===== src/rtl/sorter_pkg.sv =====
// Shared types and default sizing for the insertion-sort packet stack.
package sorter_pkg;

  localparam int DEFAULT_DATA_WIDTH = 16;
  localparam int DEFAULT_MAX_LENGTH = 30;

  typedef enum logic [1:0] {
    IDLE,
    LOAD,
    OUTPUT
  } state_t;

endpackage


===== src/rtl/sorter_cell.sv =====
// One slot of the sorted store: keeps its word, takes the incoming word,
// or takes its lower neighbour's word when the store shifts up.
import sorter_pkg::*;

module sorter_cell #(
  parameter int DATA_WIDTH = DEFAULT_DATA_WIDTH,
  parameter bit IS_FIRST   = 1'b0
) (
  input  logic                  clock,
  input  logic                  reset_n,
  input  logic                  restart,
  input  logic                  insert,
  input  logic [DATA_WIDTH-1:0] new_word,
  input  logic [DATA_WIDTH-1:0] prev_word,
  input  logic                  prev_occ,
  input  logic                  prev_gt,
  output logic [DATA_WIDTH-1:0] word,
  output logic                  occ,
  output logic                  gt
);

  // An empty slot behaves as +infinity; strict '>' puts equal keys after
  // the existing ones, which keeps the sort stable.
  assign gt = !occ || (word > new_word);

  // NOTE: the store is part of the reset state, so every slot resets here
  // rather than relying on the occupancy bits alone.
  always_ff @(posedge clock or negedge reset_n) begin
    if (!reset_n) begin
      word <= '0;
      occ  <= 1'b0;
    end else if (restart) begin
      word <= IS_FIRST ? new_word : '0;
      occ  <= IS_FIRST;
    end else if (insert && gt) begin
      if (prev_gt) begin
        word <= prev_word;
        occ  <= prev_occ;
      end else begin
        word <= new_word;
        occ  <= 1'b1;
      end
    end
  end

endmodule


===== src/rtl/sorter_stack.sv =====
// Packet sorter: loads one word per cycle into an always-sorted store, then
// streams the packet out in ascending unsigned order.
import sorter_pkg::*;

module sorter_stack #(
  parameter int DATA_WIDTH = DEFAULT_DATA_WIDTH,
  parameter int MAX_LENGTH = DEFAULT_MAX_LENGTH
) (
  input  logic                  clock,
  input  logic                  reset_n,
  input  logic                  snk_valid,
  input  logic                  snk_sop,
  input  logic                  snk_eop,
  input  logic [DATA_WIDTH-1:0] snk_data,
  output logic                  snk_ready,
  output logic                  src_valid,
  output logic                  src_sop,
  output logic                  src_eop,
  output logic [DATA_WIDTH-1:0] src_data
);

  localparam int CW = $clog2(MAX_LENGTH + 1);

  state_t                state, next_state;
  logic [CW-1:0]         count, rd_idx;
  logic                  accept, restart, insert, last_out;
  logic [DATA_WIDTH-1:0] rd_word;
  logic [DATA_WIDTH-1:0] word_arr [MAX_LENGTH];
  logic [MAX_LENGTH-1:0] occ_vec, gt_vec;
  logic                  unused_tail;

  assign accept      = snk_valid && snk_ready;
  assign last_out    = (rd_idx == count - CW'(1));
  assign unused_tail = occ_vec[MAX_LENGTH-1] ^ gt_vec[MAX_LENGTH-1];

  for (genvar i = 0; i < MAX_LENGTH; i++) begin : g_cell
    logic [DATA_WIDTH-1:0] prev_word;
    logic                  prev_occ, prev_gt;

    if (i == 0) begin : g_head
      assign prev_word = '0;
      assign prev_occ  = 1'b0;
      assign prev_gt   = 1'b0;
    end else begin : g_link
      assign prev_word = word_arr[i-1];
      assign prev_occ  = occ_vec[i-1];
      assign prev_gt   = gt_vec[i-1];
    end

    sorter_cell #(
      .DATA_WIDTH(DATA_WIDTH),
      .IS_FIRST  (i == 0)
    ) u_cell (
      .clock    (clock),
      .reset_n  (reset_n),
      .restart  (restart),
      .insert   (insert),
      .new_word (snk_data),
      .prev_word(prev_word),
      .prev_occ (prev_occ),
      .prev_gt  (prev_gt),
      .word     (word_arr[i]),
      .occ      (occ_vec[i]),
      .gt       (gt_vec[i])
    );
  end

  // NOTE: every signal written here gets a default first so no latch forms.
  always_comb begin
    next_state = state;
    restart    = 1'b0;
    insert     = 1'b0;
    case (state)
      IDLE: begin
        if (accept && snk_sop) begin
          restart    = 1'b1;
          next_state = snk_eop ? OUTPUT : LOAD;
        end
      end
      LOAD: begin
        if (accept) begin
          if (snk_sop) restart = 1'b1;
          else         insert  = (count < CW'(MAX_LENGTH));
          if (snk_eop) next_state = OUTPUT;
        end
      end
      OUTPUT:  if (last_out) next_state = IDLE;
      default: next_state = IDLE;
    endcase
  end

  always_comb begin
    rd_word = '0;
    for (int i = 0; i < MAX_LENGTH; i++) begin
      if (rd_idx == CW'(i)) rd_word = word_arr[i];
    end
  end

  // NOTE: sequential state uses non-blocking assignments only, so every
  // register samples pre-edge values regardless of statement order.
  always_ff @(posedge clock or negedge reset_n) begin
    if (!reset_n) begin
      state  <= IDLE;
      count  <= '0;
      rd_idx <= '0;
    end else begin
      state <= next_state;
      if (restart)     count <= CW'(1);
      else if (insert) count <= count + CW'(1);
      rd_idx <= (state == OUTPUT) ? rd_idx + CW'(1) : '0;
    end
  end

  // snk_ready is registered so it stays low through reset and rises on the
  // first edge after release.
  always_ff @(posedge clock or negedge reset_n) begin
    if (!reset_n) begin
      snk_ready <= 1'b0;
      src_valid <= 1'b0;
      src_sop   <= 1'b0;
      src_eop   <= 1'b0;
      src_data  <= '0;
    end else begin
      snk_ready <= (next_state != OUTPUT);
      src_valid <= (state == OUTPUT);
      src_sop   <= (state == OUTPUT) && (rd_idx == '0);
      src_eop   <= (state == OUTPUT) && last_out;
      if (state == OUTPUT) src_data <= rd_word;
    end
  end

endmodule


===== config.mk =====
export PLATFORM = sky130hd
export DESIGN_NAME = sorter_stack
export DESIGN_NICKNAME = d
export VERILOG_FILES = /design/src/rtl/sorter_pkg.sv /design/src/rtl/sorter_cell.sv /design/src/rtl/sorter_stack.sv
export SDC_FILE = /design/constraint.sdc
export NUM_CORES = 2
export LEC_CHECK = 0
export ABC_AREA = 1
export CORE_UTILIZATION = 35
export DETAILED_ROUTE_END_ITERATION = 8
export PLACE_DENSITY = 0.53
export SLEW_MARGIN = 20
export SYNTH_ARGS = -nofsm -noshare
export SYNTH_HDL_FRONTEND = slang
export SYNTH_SLANG_ARGS = --single-unit

===== constraint.sdc =====
create_clock -name clock -period 4.7 [get_ports clock]
set_clock_uncertainty 0.1 [all_clocks]
set_input_delay 0.94 -clock clock [delete_from_list [all_inputs] [get_ports clock]]
set_output_delay 0.94 -clock clock [all_outputs]
set_load 0.03 [all_outputs]

; ---- After elaboration in Yosys (flattened, before gate mapping)
; Index checks and enable logic that the tools add are counted.
[word_totals]
register_bits = 542
out_inout_bits = 20
wordCells = 486
[op_classes]
add_sub_neg = 3
n_lt_le_gt_ge = 31
n_eq_ne = 33
mux = 224
n_reduce_logical = 127
[ops]
columns = cell, n
row1 = $mux W16, 119
row2 = $gt A16 B16 Y1, 30
row3 = $mux W1, 95
row4 = $eq A5 B5 Y1 const B, 14
row5 = $reduce_bool A2 Y1, 31
row6 = $eq A5 B4 Y1 const B, 8
row7 = $logic_and A1 B1 Y1, 34
row8 = $logic_not A1 Y1, 30
row9 = $logic_or A1 B1 Y1, 30
row10 = $eq A5 B3 Y1 const B, 4
row11 = $mux W5, 3
row12 = $add A5 B1 Y5 const B, 2
row13 = $eq A5 B2 Y1 const B, 2
row14 = $mux W2, 5
row15 = $pmux W2 S3, 1
row16 = $eq A5 B1 Y1 const B, 1
row17 = $eq A5 B5 Y1, 1
row18 = $logic_not A5 Y1, 1
row19 = $lt A5 B5 Y1 const B, 1
row20 = $sub A5 B1 Y5 const B, 1
row21 = $eq A2 B1 Y1 const B, 1
row22 = $eq A2 B2 Y1 const B, 1
row23 = $logic_not A2 Y1, 1
row24 = $ne A2 B2 Y1 const B, 1
row25 = $pmux W1 S2, 1

; ---- Longest topological paths before layout
[depth]
depth_word = 31
mapped_depth = 39

; ---- By module
; A second synthesis with hierarchy kept.
[unflattened]
hier_cells = 7009
hier_area_um2 = 49677.6
[modules_own_cells]
columns = module, instances, cells_each, area_each_um2, seq_area_each_um2
row1 = sorter_cell at g_cell[10].u_cell ..., 28, 187, 1426.4, 425.4
row2 = sorter_stack, 1, 1399, 7003.0, 800.8
row3 = sorter_cell at g_cell[21].u_cell, 1, 187, 1421.4, 425.4
row4 = sorter_cell at g_cell[0].u_cell, 1, 187, 1315.0, 425.4

; ---- Worst setup path before layout
; OpenSTA, ideal clock, no wires.
[synth_timing]
path_type = input to register
start = input port snk_data[9]
end = register g_cell[14].u_cell.word[10]
setup_time_ns = 0.122
arrival_time_ns = 4.403
required_ns = 4.478
slack_ns = 0.076
path_stages = 16
path_cell_list = clkbuf_1 > inv_1 > clkbuf_1 > ha_1 > a21oi_1 > nor2_1 > a211oi_1 > nor2_1 > a211oi_1 > a21o_1 > clkbuf_1 > nand2_1 > nand2_1 > clkbuf_1 > a31oi_1 > a32o_1
[synth_via]
elab_chain_len = 5
word_cells_on_any_way = 9
cone_classes = 2 x order compare / 3 x mux / 4 x reduce/logical
[synth_rtl]
columns = element, line_no
row1 = "start, declared", sorter_stack.sv:14  ; input logic [DATA_WIDTH-1:0] snk_data,
row2 = $gt A16 B16 Y1, sorter_cell.sv:24  ; assign gt = !occ || (word > new_word);
row3 = $logic_or A1 B1 Y1, sorter_cell.sv:24
row4 = $mux W16, sorter_cell.sv:36  ; if (prev_gt) begin
row5 = $mux W16, sorter_cell.sv:35  ; end else if (insert && gt) begin
row6 = $mux W16, sorter_cell.sv:32  ; end else if (restart) begin
row7 = "end signal, assigned", sorter_cell.sv:33  ; word <= IS_FIRST ? new_word : '0;
row8 = "end signal, assigned", sorter_cell.sv:37  ; word <= prev_word;
row9 = "end signal, assigned", sorter_cell.sv:40  ; word <= new_word;
row10 = "end, declared", sorter_cell.sv:17  ; output logic [DATA_WIDTH-1:0] word,
; Parallel ways exist; a longest one is shown, timed or not. The select of a mux whose other input is x is not followed.
; A chain may end at the register's enable or synchronous reset.

; ---- Worst setup path after layout
[layout_timing]
start = register rd_idx[1]
end = register src_data[5]
[layout_via]
elab_chain_len = 31
word_cells_on_any_way = 60
cone_classes = 29 x eq/ne / 30 x mux / 1 x reduce/logical
[layout_rtl]
columns = element, line_no
row1 = "start, declared", sorter_stack.sv:25  ; logic [CW-1:0] count, rd_idx;
row2 = "start signal, assigned", sorter_stack.sv:110  ; rd_idx <= (state == OUTPUT) ? rd_idx + CW'(1) : '0;
row3 = $logic_not A5 Y1, sorter_stack.sv:95  ; if (rd_idx == CW'(i)) rd_word = word_arr[i];
row4 = $mux W16 (29 in series), sorter_stack.sv:95
row5 = $mux W16 (*), sorter_stack.sv:95
row6 = "end signal, assigned", sorter_stack.sv:128  ; if (state == OUTPUT) src_data <= rd_word;
row7 = "end, declared", sorter_stack.sv:19  ; output logic [DATA_WIDTH-1:0] src_data
; Mark *: on every way between the ends. The rest lies on a longest branch, timed or not.

==> impl_metrics.env <==
export IMPL_crit_slowest_cell="dfrtp_2"
export IMPL_ios=41
export IMPL_yosys_cell_count_top_type="nand2_1"
export IMPL_clkSinkCount=542
export IMPL_numPortBuffers=40
export IMPL_endpoint_kind="flop"
export IMPL_routabilityCongestion=0.936
export IMPL_core_mm2=0.116
export IMPL_slew_viol_final=0
export IMPL_finalHoldViolCount=0
export IMPL_synth_top_area_share_pct=33.2
export IMPL_synth_ff_latch_count=542
export IMPL_arrival_ps=4920
export IMPL_ys_warnings_count=0
export IMPL_placementRows=125
export IMPL_crit_type="reg2reg"
export IMPL_die_area_mm2=0.118
export IMPL_synthTopCellsByArea="dfrtp_1 (33%), ha_1 (15%), nand2_1 (11%)"
export IMPL_setup_viol=0
export IMPL_area_growth_pct=13.3
export IMPL_grt_max_degree=98
export IMPL_grt_use_total_pct=28.8
export IMPL_synth_cells_most_frequent="nand2_1 (1180), o21ai_0 (594), inv_1 (555)"
export IMPL_cts_root_buffer="clkbuf_16"
export IMPL_grt_pass1_vias=39000
export IMPL_period_needed_ps=4480
export IMPL_nFillCells=12100
export IMPL_register_area_mm2=0.0136
export IMPL_critical_path_peak_fanout=10
export IMPL_synth_mux_area_share_pct=0
export IMPL_synth_avg_cell_area_um2=7.33
export IMPL_ys_flop_type="dfrtp_1"
export IMPL_peakVddDrop_uv=272
export IMPL_hold_slack_ps=277
export IMPL_avgRoutedWirePerCell_um=23.9
export IMPL_cts_max_level=3
export IMPL_dr_pass1_iters=6
export IMPL_p_per_area_mw_per_mm2=581
export IMPL_start_util_pct=35.2
export IMPL_r2r_start="rd_idx[1]"
export IMPL_synth_adder_area_share_pct=14.9
export IMPL_syn_inst=5576
export IMPL_clockBufferDepth=3
export IMPL_vias=41100
export IMPL_dp_cells=7027
export IMPL_tightest_slew_ps=1100
export IMPL_synthXorXnorAreaFrac_pct=0.129
export IMPL_multi_input_area_mm2=0.0240
export IMPL_path_common_cell="nand2_1"
export IMPL_drt_total_wl_um=171000
export IMPL_fp_dieW_um=344
export IMPL_stdcell_count=7160
export IMPL_tns_ps=0
export IMPL_drv_cap=0
export IMPL_grt_pass1_wl_um=257000
export IMPL_hpwlAfterDp_um=122000
export IMPL_max_stage_delay_ps=420
export IMPL_clk_pin_slew_worst_paths_ps=60
export IMPL_die_h_um=344
export IMPL_fin_nets=6090
export IMPL_clock_fmax_mhz=223
export IMPL_yosys_area_share_simple_pct=21.6
export IMPL_leakagePower_nw=21.7
export IMPL_cp_required_ps=5140
export IMPL_clock_latency_ps=660
export IMPL_cts_tree="done"
export IMPL_status="complete, no violations"
export IMPL_critPathLaunch="rd_idx[1]"
export IMPL_synth_cell_types=52
export IMPL_synth_area_leader_cell="dfrtp_1"
export IMPL_cts_buffers=72
export IMPL_cp_start_kind="flop"
export IMPL_synthesis_area_mm2=0.0409
export IMPL_synth_compound_area_share_pct=21.8
export IMPL_synth_top_family_by_area="compound AO/OA/AOI/OAI gates"
export IMPL_route_detailed_drc=0
export IMPL_synth_fp_nets=6084
export IMPL_rsz0062_at_grt="yes"
export IMPL_antenna_left=0
export IMPL_grt_antenna_before_repair=5
export IMPL_yosysSeqAreaShare_pct=33.2
export IMPL_async_flop_share_pct=100
export IMPL_synth_edf_count=0
export IMPL_drt_initial_drc_count=4464
export IMPL_hp_class="in2async"
export IMPL_grt_overflow=0
export IMPL_slew_headroom_pct=26.5
export IMPL_via_per_inst=5.74
export IMPL_drive_gt1_share_pct=7.05
export IMPL_period_share_pct=95.4
layout by cell type (no fill, tap or decap), types with 7 or more instances in the layout:
cell             synthesis  routed
ha_1                   487     485
clkbuf_16                0      75
buf_12                   0      30
clkbuf_8                 0      15
inv_1                  555     542
nor3_1                  36      32
inv_2                   15      32
o2111ai_1               10      10
a21o_1                   7       7
o21ai_1                 18      16
clkbuf_1               276      11
a21oi_1                490     489
o32ai_1                 82      82
o211ai_1                 7       7
o221ai_1                29      29
clkdlybuf4s50_1          0      35
o21bai_1                15      15
nand3_1                445     443
nand2_1               1180    1178
o21ai_0                594     594
o31ai_1                 34      34
dfrtp_1                542     539
nor2_1                 359     358
clkinv_2                 0      14
a31oi_1                 31      31
o21a_1                  10      10
o22ai_1                133     132
nand4_1                 55      55
a221oi_1                12      12
a211oi_1                17      17
buf_4                    1     174
a32o_1                  49      49
metal layers:
layer	wire length (um)	vias up	track usage, %	part of all wire, %
li1	-	19300	-	-
met1	77200	19800	40.7	45
met2	75400	1646	44.7	44
met3	12300	311	4.05	7.2
met4	6440	2	10.4	3.8
met5	14	-	0	0.0082
flip-flops by register name, summed over array words and instances, names as in the netlist, 2 cells and up:
signal,flops
g_cell.u_cell.word,480
g_cell.u_cell.occ,30
src_data,16
count,5
rd_idx,5
state,2
logic make-up (layout without fill, tap and decap cells):
| kind of cell | Yosys count | in the layout |
|---|---|---|
| other | 0 | 5 |
| and+or+nand+nor | 2104 | 2106 |
| adders and majority gates | 487 | 487 |
| buffers and inverters | 894 | 947 |
| xor gates and xnor gates | 6 | 6 |
| DFF | 542 | 542 |
| AOI/OAI and AO/OA | 1543 | 1543 |
stage by stage:
step | power (W) | setup WS (ps) | cell area [um^2] | utilization [%]
floorplan | 0.0159 | 75.5 | 40900 | -
global placement | 0.0208 | 189 | 43900 | 37.8
CTS | 0.0267 | 183 | 46200 | 39.8
detailed placement | 0.0209 | 197 | 43900 | 37.8
global route | 0.0289 | -35.6 | 46300 | 39.9
finish | 0.0269 | 218 | 46300 | 39.9
where the power goes:
part / internal, W / switching, W
clock: 0.00335 / 0.00232
combinational: 0.00439 / 0.00868
sequential: 0.00613 / 0.00204
total: 0.0139 / 0.0130
critical path, delay by kind of cell, from the launching register on:
| kind | cells | cell delay, ps |
|---|---|---|
| AOI/OAI and AO/OA | 1 | 150 |
| adders and majority gates | 1 | 210 |
| buffers and inverters | 3 | 350 |
| DFF | 1 | 420 |
| and+or+nand+nor | 32 | 3150 |
path summary, 6_finish.rpt:
kind	end	slack, ps	cells after the start
hold reg to reg	src_data[3]	380	2
setup / recovery	src_data[5]	220	37
max in group asynchronous	g_cell[1].u_cell.word[3]	3130	2
min in group clock	src_data[3]	380	2
hold / removal	src_data[9]	280	1
setup reg to reg	src_data[5]	220	37
cell type report:
class	count	area share, %
diodes	5	0.0270
clock buffers	101	4.59
clock inverters	22	0.483
inverters	581	4.75
multi-input cells	4142	51.8
flip-flops and latches	542	29.3
well taps	1524	4.12
repair buffers	243	4.94
what timing repair did:
action | CTS | global route
endpoints found under the setup margin | 0 | 15
buffers inserted | 0 | 3
resized for setup | 0 | 18
hold buffers | 0 | 0
Note: power is estimated with default switching activity, not from simulation.
